===== config.mk =====
export PLATFORM = sky130hd
export DESIGN_NAME = layer_compositor
export DESIGN_NICKNAME = d
export VERILOG_FILES = /design/src/rtl/layer_compositor.sv
export SDC_FILE = /design/constraint.sdc
export NUM_CORES = 1
export LEC_CHECK = 0
export ABC_AREA = 1
export BUFFER_PORTS_ARGS = -buffer_cell sky130_fd_sc_hd__buf_4
export CORE_MARGIN = 2
export CORE_UTILIZATION = 59
export DETAILED_ROUTE_END_ITERATION = 8
export PLACE_DENSITY_LB_ADDON = 0.05
export SETUP_SLACK_MARGIN = 0.15
export SYNTH_ARGS = -nofsm -noshare
export SYNTH_HDL_FRONTEND = slang
export SYNTH_SLANG_ARGS = --single-unit

===== constraint.sdc =====
create_clock -name clk_i -period 3.9 [get_ports clk_i]
set_clock_uncertainty 0.2 [all_clocks]
set_input_delay 0.585 -clock clk_i [delete_from_list [all_inputs] [get_ports clk_i]]
set_output_delay 0.585 -clock clk_i [all_outputs]
set_load 0.01 [all_outputs]

===== src/rtl/layer_compositor.sv =====
// Rectangle-layer compositor for the DVI path: double-buffered layer geometry, fixed-priority
// colour selection and per-frame collision flags, with syncs kept aligned to colour.
module layer_compositor #(
    parameter int unsigned NUM_LAYERS_P = 4,
    parameter int unsigned CORDW_P      = 10,
    parameter logic [11:0] BG_COLOR_P   = 12'h000
) (
    input  logic                              clk_i,
    input  logic                              reset_i,
    input  logic                              frame_i,
    input  logic [CORDW_P-1:0]                x_i,
    input  logic [CORDW_P-1:0]                y_i,
    input  logic                              hsync_i,
    input  logic                              vsync_i,
    input  logic                              de_i,
    input  logic [NUM_LAYERS_P*CORDW_P-1:0]   left_i,
    input  logic [NUM_LAYERS_P*CORDW_P-1:0]   right_i,
    input  logic [NUM_LAYERS_P*CORDW_P-1:0]   top_i,
    input  logic [NUM_LAYERS_P*CORDW_P-1:0]   bottom_i,
    input  logic [NUM_LAYERS_P*12-1:0]        color_i,
    input  logic [NUM_LAYERS_P-1:0]           enable_i,
    output logic                              hsync_o,
    output logic                              vsync_o,
    output logic                              de_o,
    output logic [3:0]                        r_o,
    output logic [3:0]                        g_o,
    output logic [3:0]                        b_o,
    output logic [NUM_LAYERS_P-1:0]           collision_o,
    output logic                              collision_valid_o
);

    localparam int unsigned N = NUM_LAYERS_P;
    localparam int unsigned W = CORDW_P;

    logic [W-1:0]  sh_left   [N];
    logic [W-1:0]  sh_right  [N];
    logic [W-1:0]  sh_top    [N];
    logic [W-1:0]  sh_bottom [N];
    logic [11:0]   sh_color  [N];
    logic [N-1:0]  sh_enable;

    logic [N-1:0]  hit;
    logic [11:0]   pick;
    logic [N-1:0]  hv;
    logic [11:0]   color1;
    logic          hsync1;
    logic          vsync1;
    logic          de1;
    logic [N-1:0]  acc;
    logic [N-1:0]  contrib;

    always_ff @(posedge clk_i) begin
        if (reset_i) begin
            sh_enable <= '0;
        end else if (frame_i) begin
            sh_enable <= enable_i;
        end
    end

    // Geometry and colour need no reset: the cleared enables keep every layer dark until reloaded.
    always_ff @(posedge clk_i) begin
        if (frame_i) begin
            for (int unsigned k = 0; k < N; k++) begin
                sh_left[k]   <= left_i[k*W +: W];
                sh_right[k]  <= right_i[k*W +: W];
                sh_top[k]    <= top_i[k*W +: W];
                sh_bottom[k] <= bottom_i[k*W +: W];
                sh_color[k]  <= color_i[k*12 +: 12];
            end
        end
    end

    always_comb begin
        hit = '0;
        for (int unsigned k = 0; k < N; k++) begin
            hit[k] = sh_enable[k]
                   && (x_i > sh_left[k]) && (x_i < sh_right[k])
                   && (y_i > sh_top[k])  && (y_i < sh_bottom[k]);
        end
    end

    // Colour is picked alongside the hit test so a strobe between stages cannot pair old hits with new colours.
    always_comb begin
        pick = BG_COLOR_P;
        for (int unsigned k = 0; k < N; k++) begin
            if (hit[N-1-k]) begin
                pick = sh_color[N-1-k];
            end
        end
    end

    always_ff @(posedge clk_i) begin
        if (reset_i) begin
            hv     <= '0;
            color1 <= '0;
            hsync1 <= 1'b0;
            vsync1 <= 1'b0;
            de1    <= 1'b0;
        end else begin
            hv     <= hit;
            color1 <= pick;
            hsync1 <= hsync_i;
            vsync1 <= vsync_i;
            de1    <= de_i;
        end
    end

    always_ff @(posedge clk_i) begin
        if (reset_i) begin
            hsync_o <= 1'b0;
            vsync_o <= 1'b0;
            de_o    <= 1'b0;
            r_o     <= '0;
            g_o     <= '0;
            b_o     <= '0;
        end else begin
            hsync_o           <= hsync1;
            vsync_o           <= vsync1;
            de_o              <= de1;
            {r_o, g_o, b_o}   <= de1 ? color1 : 12'h000;
        end
    end

    // Clearing the lowest set bit leaves a nonzero value only when two or more layers hit.
    assign contrib = (de1 && ((hv & (hv - N'(1))) != '0)) ? hv : '0;

    always_ff @(posedge clk_i) begin
        if (reset_i) begin
            acc               <= '0;
            collision_o       <= '0;
            collision_valid_o <= 1'b0;
        end else begin
            collision_valid_o <= frame_i;
            if (frame_i) begin
                collision_o <= acc | contrib;
                acc         <= '0;
            end else begin
                acc <= acc | contrib;
            end
        end
    end

endmodule


==> run summary, run 1 <==
Slowest stage delay, CP - 0.44 ns
Run status - finished, final reports clean
Async SR Flop Fraction - 0%
Min-delay worst type - input pin to register
First-pass GRT wire length - 41400 µm
Top cell type's share of synthesized area - 50.6%
Clock buffer depth - 3
Layout cells sized above 1 - 22.6%
YS warnings - 0
Period utilization - 64.4%
Overflow after GRT - 0
Internal power - 0.00491 W
Min cycle time layout - 2.51 ns
Most common cell after layout, fill and taps aside - buf_4
Top Layer Used - met5
Core area - 0.0204 mm²
RSZ-0062 raised after global routing - no
Max_cap viols - 0
Vias - 8537
Met2 WL - 12400 µm
Post-DP HPWL - 19700 µm
Fin nets - 1813
Synthesized area - 0.0123 mm²
Initial antenna violation count - 1
Largest net degree at the start of global routing - 125
Post-Synth Adder-Cell Area - 15.4%
IO buf count - 257
CTS root buf - clkbuf_16
H-Tree Depth - 1
Worst Tran Pin Value - 0.695 ns
Relative slew slack - 53.7%
Max FO, Critical Path - 13
Slew Viols, Final - 0
Synth Net Count - 1537
Maximum achievable frequency - 0.398 GHz
Post-cts hold buffer count - 0
I/O Pins - 258
Crit path kind - register to register
Final ANT Viol Nets - 0
Routability cong. - 0.814
Syn Area/Cell - 10.8 µm²
Worst vdd ir - 0.000366 V
Cell Pwr Density - 418 mW/mm²
Sequential Power Share - 49.9%
Residual DRC - 0
Cell family with most CP delay - simple AND/OR/NAND/NOR gates
CP arrival - 2.74 ns
Setup Fix Bufs, Post-CTS - 0
Gate Count Post-Synth - 1147
Non-filler instance count after layout - 1711
Initial Utilization - 60.6%
Drt via density - 4.99
Net switching power - 0.00151 W
Compound-gate portion of the synthesized area - 5.09%
Commonest non-fill, non-tap cells in the layout - buf_4 (257), inv_1 (230), edfxtp_1 (208), nand2_1 (206), ha_1 (152)
Initial DRC count - 474
Smallest hold slack - 0.0318 ns
Crit end category - register
Vias in the first global route - 8588
XOR/XNOR Fraction of Synth Area - 0%
Crit-path cells - inv_1, ha_1, a21oi_1, o21a_1, nand2_1, nor2_2, nand3_2, nand2_1, nand2_1, nand2_1, nand2_1
Worst endpoint required time - 4.12 ns
Final Hold Viols - 0
Synth-to-Final Area Change - 24.6%
Sequential fraction of the synthesis area - 58.3%
Primary FF master, synth - edfxtp_1
Die W - 149 µm
Row cnt - 52
DR pass1 iterations - 4
CTS Buf Count - 27
CTS tree - done
DR WL met3 - 1990 µm
Post-cts repair resize count - 0
Slowest CP cell - nor2_2
Die footprint - 0.0221 mm²
Setup Viol. Count Final - 0
Setup tns final - 0 ns
Cell mode on critical path - nand2_1
GRT Total Usage - 24.2%
Switching share of total power - 23.5%
Clock latency at the later pin of the worst-skew pair - 0.53 ns
Crit start category - register
WL met1 - 11100 µm
Clock sink total - 255
DRT Wirelength - 26300 µm
Multiplexer share of the synthesized area - 0%
ANT cells - 0
Die Y - 149 µm
Inst Count DP - 1664
Simple-Gate Fraction of Synth Area - 13.4%
Clk pwr share - 37.4%
Synth cell types - 33
CTS clk-pin slew, worst paths - 0.06 ns
Wire per inst - 15.4 µm
Dominant cell type by area after synthesis - edfxtp_1
Yosys reg bits - 255
WP buf/inv - 1
Combinational power share - 12.8%
LEAKAGE - 7.40 nW
Synth top area cells - edfxtp_1 (51%), ha_1 (15%), dfxtp_1 (7.6%)
Combinational family with the most area after synthesis - adder cells
Post-synth EDFFs - 208
per-layer routing:
layer  up-vias  GRT usage, %
met5         -             0
met4         2          7.86
met1      3852          32.2
met3        53          4.60
met2       289          40.6
li1       4341             -
flip-flops by register name, summed over array words and instances, names as in the netlist, 4 cells and up:
name,cells
sh_color,48
sh_bottom,40
sh_left,40
sh_right,40
sh_top,40
color1,12
acc,4
b_o,4
collision_o,4
g_o,4
hv,4
r_o,4
sh_enable,4
kinds of logic (layout without fill, tap and decap cells):
group / count (synthesis) / after routing
compound gates: 109 / 109
buf+inv: 247 / 541
flops: 255 / 255
fa+ha+maj: 152 / 152
simple gates: 384 / 384
power by group through the flow:
stage | clock network, W | registers, W | logic (W)
2_1_floorplan | 0 | 0.00324 | 0.000428
3_3_place_gp | 0 | 0.00325 | 0.000788
3_5_place_dp | 0 | 0.00326 | 0.000819
4_1_cts | 0.00244 | 0.00320 | 0.000827
5_1_grt | 0.00255 | 0.00322 | 0.000941
6_report | 0.00240 | 0.00320 | 0.000819
synthesized netlist by cell type (2+ instances only):
| master | n |
|---|---|
| nand2_2 | 2 |
| o21a_1 | 10 |
| nor2_2 | 11 |
| nand4_1 | 23 |
| inv_2 | 4 |
| nor2_1 | 100 |
| clkbuf_1 | 3 |
| o21ai_1 | 4 |
| dfxtp_1 | 47 |
| ha_1 | 152 |
| edfxtp_1 | 208 |
| o211ai_1 | 5 |
| inv_1 | 230 |
| nand3_1 | 30 |
| a21boi_1 | 2 |
| nand2_1 | 206 |
| buf_6 | 5 |
| buf_2 | 3 |
| o21bai_1 | 5 |
| nand3_2 | 5 |
| o21ai_0 | 16 |
| a21o_1 | 4 |
| a21oi_1 | 59 |
| nor2_4 | 4 |
metrics by stage:
step | instance area [µm²] | utilization, % | worst slack (ns) | total power, W
after floorplan | 12300 | - | 1.73 | 0.00367
after global placement | 14500 | 71.4 | 1.08 | 0.00404
after detailed placement | 14500 | 71.4 | 1.02 | 0.00408
after CTS | 15400 | 75.5 | 1.39 | 0.00647
after global routing | 15400 | 75.5 | 1.15 | 0.00671
final | 15400 | 75.5 | 1.39 | 0.00642
final cells by class:
cell class | instances | area (µm²)
Clock inverter | 16 | 134
Inverter | 235 | 882
Fill cell | 1396 | 4990
Multi-Input combinational cell | 645 | 4180
Sequential cell | 255 | 7190
Timing Repair Buffer | 259 | 1960
Tap cell | 270 | 338
Clock buffer | 31 | 691
path summary, 6_finish.rpt:
check | from | to | slack (ns) | depth (start not counted)
worst max register to register | sh_bottom[2][7] | color1[0] | 1.39 | 11
worst min-delay path | left_i[2] | sh_left[0][2] | 0.03 | 1
worst min register to register | vsync1 | vsync_o | 0.20 | 2
worst max-delay path | sh_bottom[2][7] | color1[0] | 1.39 | 11
(Power assumes the default switching activity.)
==> run 2: changes to the inputs <==
- ABC_AREA: 1 -> 0
- CORE_UTILIZATION: 59 -> 55
- clock period: 3.9 -> 2.4 ns (I/O delays scaled with it)
==> run 2 against run 1 <==
  * The run now ends with setup timing left
  * Synthesized cell count shrank 23%
  * Fmax shrank 12%
  * Die area grew 1.7%
  * Wire length grew 41%
  * Critical path depth is the same
  * Register-to-register slack lost 1.8 ns
  * Critical endpoint is now color1[3]
  * Largest cell class unchanged
  * Largest power group unchanged
==> run summary, run 2 <==
Most common cell after layout, fill and taps aside - buf_4
Final Hold Viols - 0
Reg area - 0.00719 mm²
Synth cell types - 51
Crit start category - register
Max FO, Critical Path - 6
FILL cells - 902
Initial DRC count - 585
CTS root buf - clkbuf_16
Synth Net Count - 1276
Post-DP HPWL - 21600 µm
Setup Viol. Count Final - 14
Residual DRC - 0
YS warnings - 0
H-Tree Depth - 1
CTS Buf Count - 27
Wire per inst - 21.0 µm
Vias in the first global route - 10400
I/O Pins - 258
Largest net degree at the start of global routing - 54
Count leader, synth - edfxtp_1
Yosys reg bits - 255
Commonest non-fill, non-tap cells in the layout - buf_4 (328), dlygate4sd3_1 (222), edfxtp_1 (208), inv_1 (143), ha_1 (134)
IO buf count - 257
Min-delay worst type - input pin to register
Core area - 0.0210 mm²
Final ANT Viol Nets - 0
Dominant cell type by area after synthesis - edfxtp_1
XOR/XNOR Fraction of Synth Area - 0%
WP buf/inv - 2
Initial antenna violation count - 2
Compound-gate portion of the synthesized area - 8.88%
Synth-to-Final Area Change - 58.1%
Slowest stage delay, CP - 0.37 ns
DR pass1 iterations - 5
Async SR Flop Fraction - 0%
Post-synth EDFFs - 208
Multi-input gate area - 0.00445 mm²
Crit end category - register
Pwr Total - 0.0116 W
LEAKAGE - 8.23 nW
Syn Area/Cell - 13.2 µm²
Combinational family with the most area after synthesis - adder cells
Period utilization - 118%
Row cnt - 53
Die footprint - 0.0225 mm²
Cell family with most CP delay - compound AO/OA/AOI/OAI gates
Maximum achievable frequency - 0.352 GHz
Initial Utilization - 55.8%
Relative slew slack - 48.2%
Layout cells sized above 1 - 32.3%
Max_cap viols - 0
Sequential fraction of the synthesis area - 61.4%
Post-synth top cells - edfxtp_1 (208), inv_1 (155), ha_1 (152)
Drt via density - 5.40
Run status - complete, but fails checks
Cell Pwr Density - 625 mW/mm²
Largest reg by FF count - sh_color
First-pass GRT wire length - 55000 µm
Min cycle time layout - 2.84 ns
Worst vdd ir - 0.000651 V
Setup ws final - -0.443 ns
Clock buffer depth - 3
GRT Total Usage - 32.4%
Gate Count Post-Synth - 886
Clock sink total - 255
Crit path kind - register to register
CTS clk-pin slew, worst paths - 0.06 ns
DRT Wirelength - 37200 µm
Fin nets - 1864
Clock latency at the later pin of the worst-skew pair - 0.55 ns
CP arrival - 3.07 ns
Max reg flops - 48
Worst Tran Pin Value - 0.775 ns
Failing checks - setup timing
Synthesized area - 0.0117 mm²
Vias - 9567
Crit-path cells - inv_2, ha_4, a22oi_2, o2111ai_2, a31oi_1, buf_4, o211ai_4, nor3_4, nor2_4, a221o_1, a32o_1
Multiplexer share of the synthesized area - 0.342%
Die W - 150 µm
Worst endpoint required time - 2.63 ns
Routability cong. - 0.843
Overflow after GRT - 0
Post-Synth Adder-Cell Area - 16.3%
Die Y - 150 µm
Slew Viols, Final - 0
Slowest CP cell - edfxtp_1
Synth top area cells - edfxtp_1 (53%), ha_1 (16%), dfxtp_1 (8.0%)
Top cell type's share of synthesized area - 53.4%
Simple-Gate Fraction of Synth Area - 7.61%
Smallest hold slack - 0.138 ns
Primary FF master, synth - edfxtp_1
CTS tree - done
RSZ-0062 raised after global routing - yes
run 2: cell types whose count changed in the layout (fill, tap and decap cells not counted), sizes merged, moves of 14 or more:
cell / change
nor2: -87
a21oi: -22
nand2: -176
inv: -75
nand3: -22
dlygate4sd3: +222
or3: +16
buf: +88
nor3: +14
run 2: cell type report:
| type | count | area share (%) |
|---|---|---|
| Sequential cell | 255 | 38.9 |
| Timing Repair Buffer | 570 | 27.1 |
| Multi-Input combinational cell | 465 | 24.1 |
| Clock buffer | 32 | 4.03 |
| Inverter | 155 | 3.15 |
| Tap cell | 275 | 1.86 |
| Clock inverter | 18 | 0.934 |
| Antenna cell | 3 | 0.0406 |
run 2: stage by stage:
| step | util (%) | setup slack [ns] | area, µm² | setup TNS, ns | instances |
|---|---|---|---|---|---|
| 2_1_floorplan | - | -0.0489 | 11900 | -0.402 | 886 |
| 3_3_place_gp | 70.5 | -0.772 | 14800 | -10.54 | 1488 |
| 3_5_place_dp | 70.5 | -0.836 | 14800 | -11.07 | 1488 |
| 4_1_cts | 86.7 | -0.322 | 18200 | -3.56 | 1766 |
| 5_1_grt | 88.2 | -0.561 | 18500 | -6.39 | 1772 |
| 6_report | 88.2 | -0.443 | 18500 | -4.88 | 1773 |
run 2: layer usage:
| metal | routed length, µm | up-vias | track usage [%] |
|---|---|---|---|
| met5 | 0 | - | 0 |
| met4 | 1440 | 0 | 12.5 |
| met3 | 2300 | 102 | 4.76 |
| met2 | 19400 | 424 | 59.0 |
| met1 | 14100 | 4599 | 38.8 |
| li1 | - | 4442 | - |
run 2: what timing repair did:
item | CTS | global route
buffers inserted | 4 | 3
pin swaps | 20 | 30
cloned | 2 | 1
gates resized for setup | 47 | 49
hold buffers | 222 | 0
setup endpoints to repair | 16 | 16
hold endpoints to repair | 218 | 0
run 2: worst paths after layout:
check / to / slack (ns) / start / cells after the start
min: sh_color[0][5] / 0.14 / frame_i / 1
max reg2reg: color1[3] / -0.44 / sh_right[2][9] / 11
max: color1[3] / -0.44 / sh_right[2][9] / 11
min reg2reg: g_o[3] / 0.23 / color1[7] / 1
run 2: power breakdown:
group / internal, W / total, W / switching [W]
registers: 0.00512 / 0.00523 / 0.000110
clock network: 0.00247 / 0.00431 / 0.00185
logic: 0.00107 / 0.00202 / 0.000950
run 2: kinds of logic after synthesis:
kind of cell,count (synthesis)
compound gates,143
fa+ha+maj,152
buf+inv,167
flops,255
mux,4
simple gates,165
